## config.mk

```make
export PLATFORM = sky130hd
export DESIGN_NAME = ps2_rx
export DESIGN_NICKNAME = d
export VERILOG_FILES = /design/src/rtl/ps2_pkg.sv /design/src/rtl/ps2_code_fifo.sv /design/src/rtl/ps2_rx.sv
export SDC_FILE = /design/constraint.sdc
export NUM_CORES = 1
export LEC_CHECK = 0
export BUFFER_PORTS_ARGS = -buffer_cell sky130_fd_sc_hd__buf_4
export CAP_MARGIN = 10
export CORE_AREA = 3 3 95 97
export CTS_BUF_LIST = sky130_fd_sc_hd__clkbuf_4 sky130_fd_sc_hd__clkbuf_8 sky130_fd_sc_hd__clkbuf_16
export DETAILED_ROUTE_END_ITERATION = 10
export DIE_AREA = 0 0 98 100
export PLACE_DENSITY_LB_ADDON = 0.3
export SLEW_MARGIN = 20
export SYNTH_ARGS = -nofsm -noshare
export SYNTH_HDL_FRONTEND = slang
export SYNTH_SLANG_ARGS = --single-unit
```

## constraint.sdc

```tcl
create_clock -name CLOCK -period 5.8 [get_ports CLOCK]
set_input_delay 0 -clock CLOCK [delete_from_list [all_inputs] [get_ports CLOCK]]
set_output_delay 0 -clock CLOCK [all_outputs]
set_load 0.02 [all_outputs]
```

## src/rtl/ps2_pkg.sv

```systemverilog
// -----------------------------------------------------------------------------
// ps2_pkg
// Shared types and constants for the PS/2 keyboard receiver.
//   state_t   : frame FSM states (IDLE, DATA, PARITY, STOP)
//   err_t     : ERR_CODE encodings (none, parity, stop, timeout)
//   BYTE_E0/F0: extended / break prefix bytes, PREFIX_EF for both together
//   prefix_of : maps the ext/brk flags onto the 8-bit prefix of a code
// -----------------------------------------------------------------------------
package ps2_pkg;

  typedef enum logic [1:0] {
    ST_IDLE   = 2'd0,
    ST_DATA   = 2'd1,
    ST_PARITY = 2'd2,
    ST_STOP   = 2'd3
  } state_t;

  typedef enum logic [1:0] {
    ERR_NONE    = 2'b00,
    ERR_PARITY  = 2'b01,
    ERR_STOP    = 2'b10,
    ERR_TIMEOUT = 2'b11
  } err_t;

  localparam logic [7:0] BYTE_E0   = 8'hE0;
  localparam logic [7:0] BYTE_F0   = 8'hF0;
  localparam logic [7:0] PREFIX_EF = 8'hEF;

  function automatic logic [7:0] prefix_of(input logic ext, input logic brk);
    logic [7:0] p;
    p = 8'h00;
    if (ext && brk) p = PREFIX_EF;
    else if (ext)   p = BYTE_E0;
    else if (brk)   p = BYTE_F0;
    return p;
  endfunction

endpackage

```

## src/rtl/ps2_code_fifo.sv

```systemverilog
// -----------------------------------------------------------------------------
// ps2_code_fifo
// Synchronous FIFO for assembled 16-bit key codes.
//   clk, rst_n     : clock, asynchronous active-low reset
//   push, push_data: write request and data (dropped when full, unless a pop
//                    is accepted in the same cycle)
//   pop            : read request, ignored when empty
//   head           : current head entry, 0 when empty
//   valid, full    : non-empty / holds DEPTH entries
//   overflow       : sticky drop flag, cleared by the next accepted pop
// DEPTH must be a power of two so the pointers wrap naturally.
// -----------------------------------------------------------------------------
module ps2_code_fifo #(
  parameter int unsigned DEPTH = 8,
  parameter int unsigned WIDTH = 16
) (
  input  logic             clk,
  input  logic             rst_n,
  input  logic             push,
  input  logic [WIDTH-1:0] push_data,
  input  logic             pop,
  output logic [WIDTH-1:0] head,
  output logic             valid,
  output logic             full,
  output logic             overflow
);

  localparam int unsigned AW = $clog2(DEPTH);

  logic [WIDTH-1:0] mem [DEPTH];
  logic [AW-1:0]    wr_ptr;
  logic [AW-1:0]    rd_ptr;
  logic [AW:0]      count;
  logic             pop_ok;
  logic             push_ok;

  assign valid   = (count != '0);
  assign full    = (count == (AW+1)'(DEPTH));
  assign pop_ok  = pop && valid;
  // A pop in the same cycle frees the slot, so a push into a full FIFO is
  // still accepted then.
  assign push_ok = push && (!full || pop_ok);
  assign head    = valid ? mem[rd_ptr] : '0;

  always_ff @(posedge clk or negedge rst_n) begin
    if (!rst_n) begin
      wr_ptr   <= '0;
      rd_ptr   <= '0;
      count    <= '0;
      overflow <= 1'b0;
    end else begin
      if (push_ok) wr_ptr <= wr_ptr + AW'(1);
      if (pop_ok)  rd_ptr <= rd_ptr + AW'(1);
      count <= count + (AW+1)'(push_ok) - (AW+1)'(pop_ok);
      if (pop_ok)                overflow <= 1'b0;
      else if (push && !push_ok) overflow <= 1'b1;
    end
  end

  // NOTE: storage has no reset; head is masked to 0 while empty, so stale
  // contents are never visible and the array maps onto plain RAM.
  always_ff @(posedge clk) begin
    if (push_ok) mem[wr_ptr] <= push_data;
  end

endmodule

```

## src/rtl/ps2_rx.sv

```systemverilog
// -----------------------------------------------------------------------------
// ps2_rx
// PS/2 keyboard receiver running entirely in the CLOCK domain.
//   CLOCK, rst_n          : system clock, asynchronous active-low reset
//   PS2_KBCLK, PS2_KBDAT  : raw PS/2 lines (asynchronous, synchronised here)
//   code_rd               : pop the FIFO head (ignored while code_valid=0)
//   code_vector           : FIFO head, [15:8] prefix, [7:0] code
//   code_valid, fifo_full : FIFO non-empty / FIFO full
//   overflow              : sticky, a code was dropped on a full FIFO
//   ERR_CODE              : last frame error (00 none, 01 parity, 10 stop,
//                           11 timeout)
// Compile-time option: define PS2_RX_TIMEOUT_EN to build the inter-strobe
// timeout counter; without it the frame FSM waits indefinitely.
// -----------------------------------------------------------------------------
module ps2_rx
  import ps2_pkg::*;
#(
  parameter int unsigned FILTER_LEN     = 4,
  parameter int unsigned FIFO_DEPTH     = 8,
  parameter int unsigned TIMEOUT_CYCLES = 50000
) (
  input  logic        CLOCK,
  input  logic        rst_n,
  input  logic        PS2_KBCLK,
  input  logic        PS2_KBDAT,
  input  logic        code_rd,
  output logic [15:0] code_vector,
  output logic        code_valid,
  output logic        fifo_full,
  output logic        overflow,
  output logic [1:0]  ERR_CODE
);

  localparam int unsigned   FW       = $clog2(FILTER_LEN);
  localparam logic [FW-1:0] FLT_LAST = FW'(FILTER_LEN - 1);

  // ---------------- synchroniser ----------------
  logic kbclk_s1, kbclk_s2, kbdat_s1, kbdat_s2;

  always_ff @(posedge CLOCK or negedge rst_n) begin
    if (!rst_n) begin
      kbclk_s1 <= 1'b1;
      kbclk_s2 <= 1'b1;
      kbdat_s1 <= 1'b1;
      kbdat_s2 <= 1'b1;
    end else begin
      // NOTE: non-blocking assignments make this a true two-stage shift;
      // blocking ones would collapse both flops into one.
      kbclk_s1 <= PS2_KBCLK;
      kbclk_s2 <= kbclk_s1;
      kbdat_s1 <= PS2_KBDAT;
      kbdat_s2 <= kbdat_s1;
    end
  end

  // ---------------- glitch filter and strobe ----------------
  logic          clk_filt;
  logic [FW-1:0] flt_cnt;
  logic          strobe;

  // flt_cnt counts consecutive samples that disagree with clk_filt; the
  // FILTER_LEN-th such sample flips the level. A 1->0 flip is the strobe.
  always_ff @(posedge CLOCK or negedge rst_n) begin
    if (!rst_n) begin
      clk_filt <= 1'b1;
      flt_cnt  <= '0;
      strobe   <= 1'b0;
    end else begin
      strobe <= 1'b0;
      if (kbclk_s2 == clk_filt) begin
        flt_cnt <= '0;
      end else if (flt_cnt == FLT_LAST) begin
        flt_cnt  <= '0;
        clk_filt <= kbclk_s2;
        strobe   <= clk_filt;
      end else begin
        flt_cnt <= flt_cnt + FW'(1);
      end
    end
  end

  // ---------------- frame FSM ----------------
  state_t     state, state_n;
  logic [2:0] bit_cnt, bit_cnt_n;
  logic [7:0] shift, shift_n;
  err_t       err, err_n;
  logic       byte_vld, byte_vld_n;
  logic       abort;

`ifdef PS2_RX_TIMEOUT_EN
  localparam int unsigned TW = $clog2(TIMEOUT_CYCLES + 1);
  logic [TW-1:0] to_cnt;
  logic          to_hit;

  // A strobe in the expiry cycle still counts as in time.
  assign to_hit = (state != ST_IDLE) && !strobe &&
                  (to_cnt == TW'(TIMEOUT_CYCLES - 1));

  always_ff @(posedge CLOCK or negedge rst_n) begin
    if (!rst_n)                           to_cnt <= '0;
    else if (state == ST_IDLE || strobe)  to_cnt <= '0;
    else                                  to_cnt <= to_cnt + TW'(1);
  end
`endif

  always_ff @(posedge CLOCK or negedge rst_n) begin
    if (!rst_n) begin
      state    <= ST_IDLE;
      bit_cnt  <= '0;
      shift    <= '0;
      err      <= ERR_NONE;
      byte_vld <= 1'b0;
    end else begin
      state    <= state_n;
      bit_cnt  <= bit_cnt_n;
      shift    <= shift_n;
      err      <= err_n;
      byte_vld <= byte_vld_n;
    end
  end

  // NOTE: every output of this block gets a default first, so no path
  // leaves a signal unassigned and no latch is inferred.
  always_comb begin
    state_n    = state;
    bit_cnt_n  = bit_cnt;
    shift_n    = shift;
    err_n      = err;
    byte_vld_n = 1'b0;
    abort      = 1'b0;

    case (state)
      ST_IDLE: begin
        if (strobe && !kbdat_s2) begin
          state_n   = ST_DATA;
          bit_cnt_n = '0;
          err_n     = ERR_NONE;
        end
      end
      ST_DATA: begin
        if (strobe) begin
          shift_n   = {kbdat_s2, shift[7:1]};
          bit_cnt_n = bit_cnt + 3'd1;
          if (bit_cnt == 3'd7) state_n = ST_PARITY;
        end
      end
      ST_PARITY: begin
        if (strobe) begin
          if (^{shift, kbdat_s2}) begin
            state_n = ST_STOP;
          end else begin
            state_n = ST_IDLE;
            err_n   = ERR_PARITY;
            abort   = 1'b1;
          end
        end
      end
      ST_STOP: begin
        if (strobe) begin
          state_n = ST_IDLE;
          if (kbdat_s2) begin
            byte_vld_n = 1'b1;
          end else begin
            err_n = ERR_STOP;
            abort = 1'b1;
          end
        end
      end
      default: state_n = ST_IDLE;
    endcase

`ifdef PS2_RX_TIMEOUT_EN
    if (to_hit) begin
      state_n = ST_IDLE;
      err_n   = ERR_TIMEOUT;
      abort   = 1'b1;
    end
`endif
  end

  assign ERR_CODE = err;

  // ---------------- code assembler ----------------
  // byte_vld fires the cycle after the stop strobe; shift still holds the
  // byte then because the next strobe is at least 2*FILTER_LEN cycles away.
  logic        ext, brk;
  logic        push;
  logic [15:0] push_data;

  assign push      = byte_vld && (shift != BYTE_E0) && (shift != BYTE_F0);
  assign push_data = {prefix_of(ext, brk), shift};

  always_ff @(posedge CLOCK or negedge rst_n) begin
    if (!rst_n) begin
      ext <= 1'b0;
      brk <= 1'b0;
    end else if (abort) begin
      ext <= 1'b0;
      brk <= 1'b0;
    end else if (byte_vld) begin
      if (shift == BYTE_E0) begin
        ext <= 1'b1;
      end else if (shift == BYTE_F0) begin
        brk <= 1'b1;
      end else begin
        ext <= 1'b0;
        brk <= 1'b0;
      end
    end
  end

  // ---------------- code FIFO ----------------
  ps2_code_fifo #(
    .DEPTH (FIFO_DEPTH),
    .WIDTH (16)
  ) u_fifo (
    .clk       (CLOCK),
    .rst_n     (rst_n),
    .push      (push),
    .push_data (push_data),
    .pop       (code_rd),
    .head      (code_vector),
    .valid     (code_valid),
    .full      (fifo_full),
    .overflow  (overflow)
  );

endmodule

```

==> results.md <==
- Leakage power: 0.002377 uW
- Port Buffers: 25
- Util after Layout: 0.7685
- CTS Buf Count: 17
- Placement Cell Area: 5633 um^2
- Req. time, crit path: 6.19 ns
- Postcts setup bufs: 0
- Number of global-route vias before repair: 2965
- Clock Tree Buf Depth: 2
- Core Box Area: 8217 um^2
- Die height: 100 um
- Peak VDD IR: 0.0002677 V
- Share of layout cells above drive strength 1: 0.2688
- Final setup violation count: 0
- Largest net degree at the start of global routing: 33
- Antenna-violating nets left: 0
- Iteration-0 DRC count of the detailed router: 143
- Final wirelength: 9.827 mm
- # nets final: 380
- Root buffer cell: clkbuf_8
- Clock sink total: 125
- GRT Total Usage: 0.2224
- Hold path start: PS2_KBCLK
- Clk Latency, worst-skew pair: 0.51 ns
- R2r startpoint: u_fifo.count[2]
- Post-synthesis cell type count: 49
- Hold crit path type: in2reg
- Max FO, Critical Path: 14
- Fin area: 6315 um^2
- Worst reg2reg path depth: 8
- Mapped Area: 5363 um^2
- Number of synthesized flops with an enable pin: 88
- PD cells: 481.5 nW/um^2
- Area grow syn2layout: 17.76%
- Fin Clk Skew: 0.006732 ns
- Worst Hold Path EP: kbclk_s1
- Final hold vios: 0
- Outcome: completed
- Post-synth ARST share: 0.2960
- Initial Util: 0.6527
- R2R setup slack: 2.73 ns
- Synth Register Bits: 125
- Setup TNS: 0 ns
- Post-Synthesis Cells: 322
- Routability cong.: 0.7960
- CP endpoint kind: flop
- Critical R2R Capture: u_fifo.count[2]
- Startpoint Class: flop
- Drt wl/cell: 20.60 um
- Maxcap violations: 0
- Ports: 26
- Via count: 2800
- H-Tree Depth: 4
- Worst Setup SP: u_fifo.count[2]
- Post-Place Cells: 439
- HPWL reported at the end of detailed placement: 5.829 mm
- Period utilisation layout: 0.5287
- Via density: 5.870
- Aggregate global routing overflow: 0
- Reg clk slew, reported paths: 0.06 ns
- Synth Flop Type: edfxtp_1
- First-pass GRT wire length: 15.84 mm
- Least-Margin Pin Slew: 1.081 ns
- RSZ-0062 raised after global routing: no
- YS warnings: 0
- Initial antenna violation count: 0
- Die X: 98 um
- Worst EP arrival: 3.45 ns
- DRC viols: 0
- Max-slew headroom: 0.2796
- Worst hold path stage count: 2
- Register area share after synthesis: 0.6666
- Slew Viols, Final: 0
- Syn avg cell area: 16.65 um^2
- Max Fclk: 0.3261 GHz
- CTS tree: done
- Worst Setup Path Type: reg2reg
- Die Area: 9800 um^2
- Min cycle time layout: 3.066 ns
- Antenna diodes: 0
- Non-Filler Instances: 477
- Row Count: 33
- TritonRoute pass-1 iters: 4
- Net Count, Synth: 343
-- final cells by class --
class / count / area, um^2
clock buffers: 20 / 442.9
clock inverters: 12 / 168.9
fillers: 463 / 1902
inverters: 14 / 52.55
multi-input cells: 167 / 1664
flip-flops and latches: 125 / 3575
well taps: 105 / 131.4
repair buffers: 34 / 280.3
-- cell usage after synthesis (7+ instances only) --
master,n,share of area
nand2_1,14,0.0098
nor2_1,21,0.015
mux4_2,22,0.092
ha_1,15,0.035
a21oi_1,7,0.0065
dfrtp_1,32,0.15
mux2i_1,15,0.028
buf_4,7,0.0098
mux2_1,7,0.015
inv_1,13,0.0091
edfxtp_1,88,0.49
-- critical path: stages, from the launching register on --
cell and delay (ns):
dfrtp_1 0.38, inv_1 0.12, ha_1 0.16, nor3b_2 0.77, nand2b_1 0.34, a21oi_1 0.29, ha_1 0.33, fa_1 0.38
xor2_1 0.18
-- flip-flops by register name, indices dropped and copies added (netlist names), 3 cells and up --
register	cells
u_fifo.rd_ptr	3
shift	8
u_fifo.wr_ptr	3
bit_cnt	3
u_fifo.mem	88
u_fifo.count	4
-- what timing repair did --
item / CTS / global route
hold buffers: 6 / 0
hold endpoints to repair: 44 / 0
gates resized for setup: 0 / 0
-- worst max-delay path by stage --
stage | endpoint | cells past startpoint | slack [ns]
6_report | u_fifo.count[2] | 8 | 2.73
5_1_grt | u_fifo.count[2] | 8 | 2.52
4_1_cts | u_fifo.count[2] | 8 | 2.68
3_5_place_dp | u_fifo.count[2] | 8 | 2.81
3_3_place_gp | u_fifo.count[2] | 8 | 2.93
2_1_floorplan | u_fifo.mem[1][0] | 7 | 2.89
-- layout by cell type, fill, tap and decap left out, types with 3 or more instances in the layout --
cell           count
a21oi_1            7
a31oi_1            4
and2_1             3
and3_1             3
and4b_1            3
buf_4             28
bufinv_16          4
clkbuf_16         16
clkinv_2           3
clkinvlp_4         4
dfrtp_1           32
dfstp_2            5
dlygate4sd3_1      5
edfxtp_1          88
ha_1              15
inv_1             13
mux2_1             7
mux2i_1           15
mux4_2            22
nand2_1           14
nor2_1            21
nor2b_1            6
o21ai_0            3
xnor2_1            6
xor2_1             4
-- cell families after synthesis --
family                     synth area share
DFF                                  0.6666
and+or+nand+nor                     0.06253
muxes                                0.1421
buffers and inverters               0.02637
AOI/OAI and AO/OA                   0.03570
adders and majority gates           0.03873
xor gates and xnor gates            0.02800
-- report_power, final --
group	switching (uW)	internal, uW
combinational	396	392
sequential	141	1030
clock	367	714
total	904	2140
-- stage by stage --
stage,setup WS (ns),hold slack (ns),total power [uW]
3_5_place_dp,2.811,-0.007206,1972
2_1_floorplan,2.895,-0.2956,1756
3_3_place_gp,2.925,-0.009725,1942
6_report,2.734,0.1367,3040
4_1_cts,2.683,0.1080,3072
5_1_grt,2.517,0.1249,3186
-- metal layers --
metal	global-route usage	vias to the layer above	part of all wire
met2	0.3702	70	0.52
met1	0.2733	1416	0.42
met4	0.1012	0	0.019
li1	-	1297	-
met3	0.06393	17	0.044
met5	0	-	0
Note: power is estimated with default switching activity, not from simulation.
